### config.mk
export PLATFORM = sky130hd
export DESIGN_NAME = dvp_frame_scheduler_flat
export DESIGN_NICKNAME = d
export VERILOG_FILES = /design/src/rtl/dvp_frame_scheduler_if.sv /design/src/rtl/dvp_frame_scheduler.sv /design/src/flat_wrapper.sv
export SDC_FILE = /design/constraint.sdc
export NUM_CORES = 1
export LEC_CHECK = 0
export ABC_CLOCK_PERIOD_IN_PS = 4400
export CORE_UTILIZATION = 30
export DETAILED_ROUTE_END_ITERATION = 10
export PLACE_DENSITY = 0.62
export SYNTH_ARGS = -nofsm -noshare
export SYNTH_HDL_FRONTEND = slang
export SYNTH_SLANG_ARGS = --single-unit
### constraint.sdc
create_clock -name clk -period 4.4 [get_ports clk]
set_input_delay 1.32 -clock clk [delete_from_list [all_inputs] [get_ports clk]]
set_output_delay 1.32 -clock clk [all_outputs]
set_load 0.05 [all_outputs]
### src/rtl/dvp_frame_scheduler_if.sv
// dvp_frame_scheduler_if: config, observed-handshake and status signals of the frame scheduler.
interface dvp_frame_scheduler_if #(
    parameter int ADDR_W = 32,
    parameter int FRM_CNT_W = 8,
    parameter int TMO_W = 24
);
    logic                 cfg_start_i;
    logic                 cfg_stop_i;
    logic                 cfg_cont_i;
    logic [FRM_CNT_W-1:0] cfg_frm_num_i;
    logic [ADDR_W-1:0]    cfg_base0_i;
    logic [ADDR_W-1:0]    cfg_base1_i;
    logic [TMO_W-1:0]     cfg_tmo_i;
    logic                 irq_clr_i;
    logic                 dvp_vsync_i;
    logic                 pxl_vld_i;
    logic                 pxl_rdy_i;
    logic                 awvalid_i;
    logic                 awready_i;
    logic                 bvalid_i;
    logic                 bready_i;
    logic                 cam_start_o;
    logic [ADDR_W-1:0]    pxl_base_o;
    logic                 buf_sel_o;
    logic [FRM_CNT_W-1:0] frm_idx_o;
    logic                 busy_o;
    logic                 frm_done_o;
    logic                 short_o;
    logic                 err_o;
    logic                 irq_o;
    modport master (
        output cfg_start_i, cfg_stop_i, cfg_cont_i, cfg_frm_num_i, cfg_base0_i, cfg_base1_i,
               cfg_tmo_i, irq_clr_i, dvp_vsync_i, pxl_vld_i, pxl_rdy_i, awvalid_i, awready_i,
               bvalid_i, bready_i,
        input  cam_start_o, pxl_base_o, buf_sel_o, frm_idx_o, busy_o, frm_done_o, short_o,
               err_o, irq_o
    );
    modport slave (
        input  cfg_start_i, cfg_stop_i, cfg_cont_i, cfg_frm_num_i, cfg_base0_i, cfg_base1_i,
               cfg_tmo_i, irq_clr_i, dvp_vsync_i, pxl_vld_i, pxl_rdy_i, awvalid_i, awready_i,
               bvalid_i, bready_i,
        output cam_start_o, pxl_base_o, buf_sel_o, frm_idx_o, busy_o, frm_done_o, short_o,
               err_o, irq_o
    );
endinterface

### src/rtl/dvp_frame_scheduler.sv
// dvp_frame_scheduler: gates capture on frame boundaries, ping-pongs buffer bases and
// waits for all AXI write responses before declaring each frame done.
module dvp_frame_scheduler #(
    parameter int FRM_PXL = 19200,
    parameter int PXL_CNT_W = 20,
    parameter int ADDR_W = 32,
    parameter int FRM_CNT_W = 8,
    parameter int TMO_W = 24,
    parameter int OUTSTD_W = 4
) (
    input logic clk,
    input logic rst,
    dvp_frame_scheduler_if.slave bus
);
    typedef enum logic [2:0] {IDLE, ARM, CAPT, DRAIN, DONE, ERR} state_t;
    state_t state, state_n;
    logic vs_q, stop_q, cont_q;
    logic [PXL_CNT_W-1:0] pxl_cnt;
    logic [OUTSTD_W-1:0] outst, outst_n;
    logic [TMO_W-1:0] wd;
    logic [FRM_CNT_W-1:0] rem;
    logic [ADDR_W-1:0] next_base;
    logic vs_rise, pxl_hs, aw_hs, b_hs, load, last_pxl, active, tmo_hit;
    assign vs_rise = bus.dvp_vsync_i & ~vs_q;
    assign pxl_hs = bus.pxl_vld_i & bus.pxl_rdy_i;
    assign aw_hs = bus.awvalid_i & bus.awready_i;
    assign b_hs = bus.bvalid_i & bus.bready_i;
    assign load = (state == IDLE || state == ERR) && bus.cfg_start_i && !bus.cfg_stop_i;
    assign last_pxl = pxl_hs && pxl_cnt == PXL_CNT_W'(FRM_PXL - 1);
    assign active = state inside {ARM, CAPT, DRAIN};
    assign tmo_hit = active && bus.cfg_tmo_i != '0 && wd + 1'b1 == bus.cfg_tmo_i;
    assign next_base = bus.buf_sel_o ? bus.cfg_base0_i : bus.cfg_base1_i;
    // drain decision looks at the post-update count so DONE follows the last B edge directly
    assign outst_n = (aw_hs && !b_hs && outst != '1) ? outst + 1'b1 :
                     (b_hs && !aw_hs && outst != '0) ? outst - 1'b1 : outst;
    always_comb begin
        state_n = state;
        case (state)
            IDLE, ERR: state_n = load ? ARM : state;
            ARM:       state_n = bus.cfg_stop_i ? IDLE : vs_rise ? CAPT : tmo_hit ? ERR : ARM;
            CAPT:      state_n = (last_pxl || vs_rise) ? DRAIN : tmo_hit ? ERR : CAPT;
            DRAIN:     state_n = outst_n == '0 ? DONE : tmo_hit ? ERR : DRAIN;
            DONE:      state_n = (stop_q || (!cont_q && rem == '0)) ? IDLE : ARM;
            default:   state_n = IDLE;
        endcase
    end
    always_ff @(posedge clk) begin
        if (rst) begin
            state <= IDLE;
            vs_q <= 1'b0;
            stop_q <= 1'b0;
            cont_q <= 1'b0;
            pxl_cnt <= '0;
            outst <= '0;
            wd <= '0;
            rem <= '0;
            bus.cam_start_o <= 1'b0;
            bus.pxl_base_o <= '0;
            bus.buf_sel_o <= 1'b0;
            bus.frm_idx_o <= '0;
            bus.busy_o <= 1'b0;
            bus.frm_done_o <= 1'b0;
            bus.short_o <= 1'b0;
            bus.err_o <= 1'b0;
            bus.irq_o <= 1'b0;
        end else begin
            state <= state_n;
            vs_q <= bus.dvp_vsync_i;
            outst <= outst_n;
            pxl_cnt <= state == ARM ? '0 : (state == CAPT && pxl_hs) ? pxl_cnt + 1'b1 : pxl_cnt;
            wd <= (!active || state_n != state || pxl_hs || b_hs) ? '0 : wd + 1'b1;
            stop_q <= (state == IDLE || load) ? 1'b0 :
                      stop_q | (bus.cfg_stop_i && (state == CAPT || state == DRAIN));
            bus.cam_start_o <= state_n == CAPT;
            bus.busy_o <= !(state_n inside {IDLE, ERR});
            bus.frm_done_o <= state_n == DONE;
            bus.irq_o <= state_n == DONE || (state_n == ERR && state != ERR) ||
                         (bus.irq_o && !bus.irq_clr_i);
            bus.err_o <= !load && (bus.err_o || state_n == ERR);
            bus.short_o <= !load && (bus.short_o || (state == CAPT && state_n == DRAIN && !last_pxl));
            if (load) begin
                bus.pxl_base_o <= bus.cfg_base0_i;
                bus.buf_sel_o <= 1'b0;
                bus.frm_idx_o <= '0;
                rem <= bus.cfg_frm_num_i == '0 ? FRM_CNT_W'(1) : bus.cfg_frm_num_i;
                cont_q <= bus.cfg_cont_i;
            end else if (state_n == DONE) begin
                bus.pxl_base_o <= next_base;
                bus.buf_sel_o <= ~bus.buf_sel_o;
                bus.frm_idx_o <= bus.frm_idx_o + 1'b1;
                rem <= cont_q ? rem : rem - 1'b1;
            end
        end
    end
endmodule

### src/flat_wrapper.sv
// flat-port wrapper written by rule: the top's interface ports become plain ports
module dvp_frame_scheduler_flat 
#(
    parameter int FRM_PXL = 19200,
    parameter int PXL_CNT_W = 20,
    parameter int ADDR_W = 32,
    parameter int FRM_CNT_W = 8,
    parameter int TMO_W = 24,
    parameter int OUTSTD_W = 4
)
  (clk, rst, bus_cfg_start_i, bus_cfg_stop_i, bus_cfg_cont_i, bus_cfg_frm_num_i, bus_cfg_base0_i, bus_cfg_base1_i, bus_cfg_tmo_i, bus_irq_clr_i, bus_dvp_vsync_i, bus_pxl_vld_i, bus_pxl_rdy_i, bus_awvalid_i, bus_awready_i, bus_bvalid_i, bus_bready_i, bus_cam_start_o, bus_pxl_base_o, bus_buf_sel_o, bus_frm_idx_o, bus_busy_o, bus_frm_done_o, bus_short_o, bus_err_o, bus_irq_o);
  dvp_frame_scheduler_if #(.ADDR_W(ADDR_W), .FRM_CNT_W(FRM_CNT_W), .TMO_W(TMO_W)) bus_i ();
  input logic clk;
  input logic rst;
  input wire logic [$bits(bus_i.cfg_start_i)-1:0] bus_cfg_start_i;
  input wire logic [$bits(bus_i.cfg_stop_i)-1:0] bus_cfg_stop_i;
  input wire logic [$bits(bus_i.cfg_cont_i)-1:0] bus_cfg_cont_i;
  input wire logic [$bits(bus_i.cfg_frm_num_i)-1:0] bus_cfg_frm_num_i;
  input wire logic [$bits(bus_i.cfg_base0_i)-1:0] bus_cfg_base0_i;
  input wire logic [$bits(bus_i.cfg_base1_i)-1:0] bus_cfg_base1_i;
  input wire logic [$bits(bus_i.cfg_tmo_i)-1:0] bus_cfg_tmo_i;
  input wire logic [$bits(bus_i.irq_clr_i)-1:0] bus_irq_clr_i;
  input wire logic [$bits(bus_i.dvp_vsync_i)-1:0] bus_dvp_vsync_i;
  input wire logic [$bits(bus_i.pxl_vld_i)-1:0] bus_pxl_vld_i;
  input wire logic [$bits(bus_i.pxl_rdy_i)-1:0] bus_pxl_rdy_i;
  input wire logic [$bits(bus_i.awvalid_i)-1:0] bus_awvalid_i;
  input wire logic [$bits(bus_i.awready_i)-1:0] bus_awready_i;
  input wire logic [$bits(bus_i.bvalid_i)-1:0] bus_bvalid_i;
  input wire logic [$bits(bus_i.bready_i)-1:0] bus_bready_i;
  output wire logic [$bits(bus_i.cam_start_o)-1:0] bus_cam_start_o;
  output wire logic [$bits(bus_i.pxl_base_o)-1:0] bus_pxl_base_o;
  output wire logic [$bits(bus_i.buf_sel_o)-1:0] bus_buf_sel_o;
  output wire logic [$bits(bus_i.frm_idx_o)-1:0] bus_frm_idx_o;
  output wire logic [$bits(bus_i.busy_o)-1:0] bus_busy_o;
  output wire logic [$bits(bus_i.frm_done_o)-1:0] bus_frm_done_o;
  output wire logic [$bits(bus_i.short_o)-1:0] bus_short_o;
  output wire logic [$bits(bus_i.err_o)-1:0] bus_err_o;
  output wire logic [$bits(bus_i.irq_o)-1:0] bus_irq_o;
  assign bus_i.cfg_start_i = bus_cfg_start_i;
  assign bus_i.cfg_stop_i = bus_cfg_stop_i;
  assign bus_i.cfg_cont_i = bus_cfg_cont_i;
  assign bus_i.cfg_frm_num_i = bus_cfg_frm_num_i;
  assign bus_i.cfg_base0_i = bus_cfg_base0_i;
  assign bus_i.cfg_base1_i = bus_cfg_base1_i;
  assign bus_i.cfg_tmo_i = bus_cfg_tmo_i;
  assign bus_i.irq_clr_i = bus_irq_clr_i;
  assign bus_i.dvp_vsync_i = bus_dvp_vsync_i;
  assign bus_i.pxl_vld_i = bus_pxl_vld_i;
  assign bus_i.pxl_rdy_i = bus_pxl_rdy_i;
  assign bus_i.awvalid_i = bus_awvalid_i;
  assign bus_i.awready_i = bus_awready_i;
  assign bus_i.bvalid_i = bus_bvalid_i;
  assign bus_i.bready_i = bus_bready_i;
  assign bus_cam_start_o = bus_i.cam_start_o;
  assign bus_pxl_base_o = bus_i.pxl_base_o;
  assign bus_buf_sel_o = bus_i.buf_sel_o;
  assign bus_frm_idx_o = bus_i.frm_idx_o;
  assign bus_busy_o = bus_i.busy_o;
  assign bus_frm_done_o = bus_i.frm_done_o;
  assign bus_short_o = bus_i.short_o;
  assign bus_err_o = bus_i.err_o;
  assign bus_irq_o = bus_i.irq_o;
  dvp_frame_scheduler #(.FRM_PXL(FRM_PXL), .PXL_CNT_W(PXL_CNT_W), .ADDR_W(ADDR_W), .FRM_CNT_W(FRM_CNT_W), .TMO_W(TMO_W), .OUTSTD_W(OUTSTD_W)) u_core (.clk(clk), .rst(rst), .bus(bus_i));
endmodule
==> results.md <==
* Post-synthesis async set-or-reset flop share at 0%
* Final layout net count at 1019
* Number of antenna repair diodes at 0
* Peak Freq at approximately 250 MHz
* WL final at 18.3 mm
* Total Power Consumption at ~2.4 mW
* Dominant combinational cell family by area after synthesis: simple AND/OR/NAND/NOR gates
* Number of enable flip-flop cells after synthesis at 0
* Global routing usage summed across all routing layers at between 15 and 20%
* Ratio of final minimum period to clock period at 92.4%
* Mean routed wirelength per cell at 15.5 um
* Unrepaired setup endpoints after global routing: no
* Via count at just over 6000
* Number of failing setup endpoints in the final timing report at 0
* Setup TNS at 0 ps
* Dpl ws at 29.1 ps
* Total standard cell area after synthesis at 0.00638 mm2
* Count of nets left with antenna violations after detail routing at 0
* Top-level port count at 156
* Post-synthesis average cell area at between 8 and 9 um2
* Remaining DRCs at 0
* Type of the setup path with the least slack: in2reg
* Count of buffers from port buffering at 155
* Cell types occupying the most area after synthesis: sky130_fd_sc_hd__dfxtp_1, sky130_fd_sc_hd__mux2i_1, sky130_fd_sc_hd__nor2_1, sky130_fd_sc_hd__xnor2_1, sky130_fd_sc_hd__a211oi_1
* Clock edge transition at the registers on the reported setup and hold paths at about 80 ps
* Final Hold Vio Count at 0
* Warning count from the yosys run at 0
* Number of global-route vias before repair at 5541
* Max-slew violation count at 0
* Placed wire-length estimate at 13.5 mm
* Adder-cell share of the synthesized area at 1.33%
* Lkg Pwr at 3.01 nW
* Clock tree from TritonCTS: done
* Number of synthesized register bits at approximately 110
* Final critical path time including I/O delays and setup at 4060 ps
* Maximum vdd drop at 0.176 mV
* Initial antenna violation count at 0
* Post-detailed-placement cell area at 0.00828 mm2
* Simple-gate share of the synthesized area at between 20% and 30%
* Crit path capture type: flip-flop
* Type of the worst min-delay path: reg2reg
* Primary FF master, synth: sky130_fd_sc_hd__dfxtp_1
* Req. time, crit path at roughly 4700 ps
* Root buffer cell: sky130_fd_sc_hd__clkbuf_16
* Synthesized Nets at 877
* Final setup margin at 336 ps
* Global-route wire length before repair at 29.3 mm
* Worst endpoint data arrival time at 4330 ps
* Headroom to the max-slew limit at 58.3%
* Die outline height at 148 um
* Worst hold slack at between 400 and 500 ps
* Pin count of the biggest net entering global routing at 65
* Area fraction of the dominant cell type after synthesis at 34.2%
* Number of setup buffers added after CTS at 0
* Total CTS buffers at 9
* Cell variety after synth at 73
* First-pass DRT Iterations at 5
* Routability congestion estimate at 0.961
* Cts-stage hold buffer count at 0
* Initial core utilization at between 30% and 40%
* DIE WIDTH at 148 um
* Area share of xor/xnor cells in the synthesized design at 9.99%
* Clk_lat worst skew at 360 ps
* Mux contribution to synthesized area at 6.45%
* Max-cap viol count at 0
* Sort of element at the start of the critical path: primary input
* Critical-path maximum fanout at 7
* Sequential-to-total area share from yosys stat at 34.2%
* Area of the die at 0.0219 mm2
* Initial DRC count at just under 500
* Sum of overflow across all layers after global routing at 0
* Detailed-route vias per instance at 5.16
* Fraction of final layout cells with drive strength greater than 1 at about 6.7%
* Area added between synthesis and finish at 34.2%
* Total of cells resized after clock tree synthesis at 0
* Power density over cell area at 279 mW/mm2
* Final setup skew at 14.6 ps
* CTS H-Tree Depth at 3
* Core box area at 0.0210 mm2
* Share of the synthesized area in compound gates (AO/OA/AOI/OAI) at 14.6%
* Cell accounting for the most synthesized area: sky130_fd_sc_hd__dfxtp_1
* Buffers from clock root to sink, at most at 2
* Worst-Margin Slew at 619 ps
* Run status: finished clean
* Final cell area excluding filler cells at 0.00857 mm2
* Number of core rows at 53
* Synthesized instance count at approximately 760
* Number of clock sinks at 109
worst paths after layout:
kind / from / endpoint / slack [ps] / cells past startpoint
worst max-delay path: bus_cfg_tmo_i[1] / u_core.rem[5] / 340 / 11
worst min-delay path: u_core.bus.err_o / u_core.bus.err_o / 450 / 2
worst max register to register: u_core.wd[8] / u_core.rem[6] / 510 / 9
worst min register to register: u_core.bus.err_o / u_core.bus.err_o / 450 / 2
sequential cells by signal, summed over array words and instances, names as in the netlist, 3 cells and up:
signal                 flops
u_core.bus.frm_idx_o       8
u_core.bus.pxl_base_o     32
u_core.wd                 24
u_core.state               3
u_core.rem                 8
u_core.outst               4
u_core.pxl_cnt            20
critical path, stage by stage:
cell                              delay, ps
sky130_fd_sc_hd__clkdlybuf4s50_1        480
sky130_fd_sc_hd__nor4_1                 470
sky130_fd_sc_hd__nand4_1                240
sky130_fd_sc_hd__o32a_1                 240
sky130_fd_sc_hd__nand4_1                 90
sky130_fd_sc_hd__nor4_1                  60
sky130_fd_sc_hd__and4_1                 290
sky130_fd_sc_hd__a211oi_1               250
sky130_fd_sc_hd__buf_4                  190
sky130_fd_sc_hd__or4b_1                 430
sky130_fd_sc_hd__a311oi_1               260
synth_stat cells (3+ instances only):
cell type                  instances
sky130_fd_sc_hd__o41ai_1           6
sky130_fd_sc_hd__and4_1            9
sky130_fd_sc_hd__a211oi_1         33
sky130_fd_sc_hd__xnor2_1          37
sky130_fd_sc_hd__nand3_1          15
sky130_fd_sc_hd__or3_1            17
sky130_fd_sc_hd__xor2_1           28
sky130_fd_sc_hd__and3_1            9
sky130_fd_sc_hd__buf_2             4
sky130_fd_sc_hd__buf_1             4
sky130_fd_sc_hd__a21oi_1          18
sky130_fd_sc_hd__a31oi_1           3
sky130_fd_sc_hd__or4b_1            6
sky130_fd_sc_hd__a32oi_1           3
sky130_fd_sc_hd__nand2_1          38
sky130_fd_sc_hd__nor3_1           37
sky130_fd_sc_hd__or2_2             3
sky130_fd_sc_hd__inv_1            19
sky130_fd_sc_hd__clkbuf_1         34
sky130_fd_sc_hd__o21ai_0          20
sky130_fd_sc_hd__buf_4             4
sky130_fd_sc_hd__mux2i_1          40
sky130_fd_sc_hd__nor2_1          101
sky130_fd_sc_hd__nand4_1          39
sky130_fd_sc_hd__nor4_1           14
sky130_fd_sc_hd__ha_1              6
sky130_fd_sc_hd__o31ai_1           3
sky130_fd_sc_hd__nor2b_1           8
sky130_fd_sc_hd__and2_1            8
sky130_fd_sc_hd__or4_1             8
sky130_fd_sc_hd__nand2b_1         11
sky130_fd_sc_hd__dfxtp_1         109
sky130_fd_sc_hd__o211ai_1          4
sky130_fd_sc_hd__nor4b_1           3
sky130_fd_sc_hd__buf_6             4
sky130_fd_sc_hd__a311oi_1          9
routing by layer:
metal | part of all wire, % | vias up | wire length [um] | global-route usage [%]
met5 | 0 | - | 0 | 0
met4 | 1.3 | 0 | 244 | 3.66
met3 | 4.9 | 24 | 897 | 2.96
met2 | 47 | 169 | 8680 | 27.1
met1 | 46 | 2825 | 8490 | 22.7
li1 | - | 3092 | - | -
where the power goes:
| part | switching (mW) | internal [mW] |
|---|---|---|
| logic | 0.279 | 0.244 |
| registers | 0.0313 | 1.03 |
| clock network | 0.413 | 0.398 |
cell families after synthesis:
| group | after synthesis |
|---|---|
| AND/OR/NAND/NOR | 339 |
| AO/OA/AOI/OAI | 129 |
| buffers and inverters | 69 |
| multiplexers | 41 |
| flip-flops | 109 |
| XOR/XNOR | 68 |
| adder cells (fa/ha/maj) | 7 |
placed cells by master (no fill, tap or decap), types with 3 or more instances in the layout:
master / netlist / final
sky130_fd_sc_hd__clkdlybuf4s50_1: 0 / 154
sky130_fd_sc_hd__dfxtp_1: 109 / 109
sky130_fd_sc_hd__nor2_1: 101 / 101
sky130_fd_sc_hd__mux2i_1: 40 / 40
sky130_fd_sc_hd__nand4_1: 39 / 39
sky130_fd_sc_hd__nand2_1: 38 / 37
sky130_fd_sc_hd__nor3_1: 37 / 37
sky130_fd_sc_hd__xnor2_1: 37 / 36
sky130_fd_sc_hd__a211oi_1: 33 / 33
sky130_fd_sc_hd__xor2_1: 28 / 28
sky130_fd_sc_hd__buf_4: 4 / 24
sky130_fd_sc_hd__o21ai_0: 20 / 20
sky130_fd_sc_hd__inv_1: 19 / 19
sky130_fd_sc_hd__a21oi_1: 18 / 18
sky130_fd_sc_hd__or3_1: 17 / 17
sky130_fd_sc_hd__nand3_1: 15 / 15
sky130_fd_sc_hd__nor4_1: 14 / 14
sky130_fd_sc_hd__nand2b_1: 11 / 11
sky130_fd_sc_hd__and3_1: 9 / 9
sky130_fd_sc_hd__and4_1: 9 / 9
sky130_fd_sc_hd__a311oi_1: 9 / 9
sky130_fd_sc_hd__clkbuf_16: 0 / 9
sky130_fd_sc_hd__or4_1: 8 / 8
sky130_fd_sc_hd__and2_1: 8 / 8
sky130_fd_sc_hd__nor2b_1: 8 / 7
sky130_fd_sc_hd__or4b_1: 6 / 6
sky130_fd_sc_hd__o41ai_1: 6 / 6
sky130_fd_sc_hd__ha_1: 6 / 6
sky130_fd_sc_hd__o211ai_1: 4 / 4
sky130_fd_sc_hd__nor4b_1: 3 / 3
sky130_fd_sc_hd__o31ai_1: 3 / 3
sky130_fd_sc_hd__a32oi_1: 3 / 3
sky130_fd_sc_hd__a31oi_1: 3 / 3
sky130_fd_sc_hd__or2_2: 3 / 3
through the flow:
step | utilization (%) | instances
floorplan | - | 762
global placement | 39.5 | 1168
detailed placement | 39.5 | 1168
CTS | 40.9 | 1184
global route | 40.9 | 1184
finish | 40.9 | 1184
final cells by class:
cell class | count | area [um2]
clock buffer | 9 | 225
clock inverter | 7 | 66.3
fill | 2141 | 12400
inverter | 19 | 71.3
multi-input combinational | 584 | 3910
sequential | 109 | 2180
tap | 275 | 344
timing repair buffer | 181 | 1770
(Power assumes the default switching activity.)
==> RTL change (same flow settings) <==
One comparison of `pxl_cnt` changes from == to >=.
--- a/src/rtl/dvp_frame_scheduler.sv
+++ b/src/rtl/dvp_frame_scheduler.sv
@@ -26,7 +26,7 @@
     assign aw_hs = bus.awvalid_i & bus.awready_i;
     assign b_hs = bus.bvalid_i & bus.bready_i;
     assign load = (state == IDLE || state == ERR) && bus.cfg_start_i && !bus.cfg_stop_i;
-    assign last_pxl = pxl_hs && pxl_cnt == PXL_CNT_W'(FRM_PXL - 1);
+    assign last_pxl = pxl_hs && pxl_cnt >= PXL_CNT_W'(FRM_PXL - 1);
     assign active = state inside {ARM, CAPT, DRAIN};
     assign tmo_hit = active && bus.cfg_tmo_i != '0 && wd + 1'b1 == bus.cfg_tmo_i;
     assign next_base = bus.buf_sel_o ? bus.cfg_base0_i : bus.cfg_base1_i;
Behaviour: same outputs for any inputs over 4 cycles, from zero or initial values and one cycle with rst high; that may be too few to reach the edited logic, so the function may still have changed.
==> RTL change against the unedited design <==
Final area increased by 2.9%. Global-route usage is 0.80 points higher. Die area fell by 0.41%. Clock power up 6.0%. Synthesized area down 0.41%. Wire length is 4.9% higher. Sequential cell count unchanged. Total power is 6.5% higher. Combinational power grew 19%. Sequential power about the same. Via count up 5.4%. Sequential share of layout area fell by 0.72 points. Setup slack got worse by 160 ps. Critical endpoint is now u_core.bus.pxl_base_o[22]. Highest routed layer unchanged.
==> RTL change: results (changes against the unedited design) <==
** Detailed routing
- Iteration count of the initial detailed-routing pass :: 4 (-1)
- DRC marker count from the first detailed-route iteration :: 352 (-28%)

** STA
- The setup skew after layout came to 9.09 ps (-5.52 ps).
- Max transition margin :: 0.506 (-0.0773)

** Yosys
- Mapped Nets :: 909 (+3.6%)
- Sorting the synthesized cells by how often they occur yields dfxtp_1 (109), nand2_1 (85), nor2_1 (81), o21ai_0 (51), clkbuf_1 (45).
- The number of distinct standard cells referenced by the synthesized netlist came to 65 (-11%).
- Share of the yosys chip area belonging to registers :: 0.343 (+0.00141)

** Global routing
- Total routing usage reported by global routing :: 0.174 (+0.00804)
- Number of antenna violations at the first check in global routing :: 1 (+1)
- First-pass GRT wire length :: 30.8 mm (+5.1%)
- Number of global-route vias before repair :: 6,104 (+10%)
- The largest net degree at the start of global routing is 77 (+18%).

** Pwr
- Leakage power figure :: 0.00312 µW (+3.9%)

** Setup path
- Critical Path Slowest Stage Cell :: or4b_1
- Source of the worst register-to-register timing path :: u_core.wd[7]
- The depth of the worst register-to-register path came to 12 (+3).
- In this run the worst setup path begins at bus_cfg_tmo_i[4].
- The biggest fanout along the worst timing path came to 32 (+25).

** Min path
- The path with the worst hold slack has its endpoint at u_core.bus.irq_o.

** Layout
- The share of final-layout standard cells stronger than drive strength 1 is 0.0954 (+0.0283).
- The final-stage net count came to 1,065 (+4.5%).
- Fillers :: 2,053 (-4.1%)
- Final cell count without fillers :: 1,225 (+3.5%)

** Place
- Gp weighted congestion :: 0.840 (-13%)
- Detailed-placement wirelength estimate :: 13.6 mm (+0.57%)

** Run status
- The run finished with clean final reports.
RTL change: changes by cell type in the layout (fill, tap and decap cells not counted), moves of 16 or more:
cell	before	now
nor3_1	37	20
mux2i_1	40	4
nand2_1	37	84
nand3_1	15	31
a311oi_1	9	32
o21ai_0	20	51
nand4_1	39	13
buf_4	24	44
nor2_1	101	79
RTL change: timing repair:
action	CTS	global route
endpoints found under the setup margin	0	72
resized for setup	0	13
endpoints found under the hold margin	0	0
RTL change: power groups by stage:
| stage | clock [µW] | combinational [µW] | sequential (µW) |
|---|---|---|---|
| 2_1_floorplan | 0 | 260 | 1170 |
| 3_3_place_gp | 0 | 614 | 1080 |
| 3_5_place_dp | 0 | 615 | 1080 |
| 4_1_cts | 890 | 619 | 1060 |
| 5_1_grt | 924 | 676 | 1070 |
| 6_report | 860 | 623 | 1060 |
RTL change: layout make-up:
cell class / count / area share
tap: 270 / 0.0383
sequential: 109 / 0.248
timing repair buffer: 206 / 0.229
clock buffer: 11 / 0.0275
inverter: 14 / 0.00596
multi-input combinational: 609 / 0.444
clock inverter: 5 / 0.00767
antenna: 1 / 0.000284
RTL change: cell families (layout without fill, tap and decap cells):
kind of cell | after synthesis | in the layout | share of synthesized area
multiplexers | 4 | 4 | 0.00630
AND/OR/NAND/NOR | 340 | 340 | 0.272
XOR/XNOR | 62 | 62 | 0.0964
adder cells (fa/ha/maj) | 7 | 7 | 0.0138
flip-flops | 109 | 109 | 0.343
buffers and inverters | 75 | 236 | 0.0527
AO/OA/AOI/OAI | 196 | 196 | 0.216
other | 0 | 1 | 0
RTL change: layer usage:
metal | share of wire | up-vias | track usage
met2 | 0.46 | 154 | 0.276
met1 | 0.47 | 3035 | 0.239
met5 | 0 | - | 0
met3 | 0.049 | 18 | 0.0340
li1 | - | 3235 | -
met4 | 0.016 | 0 | 0.0490
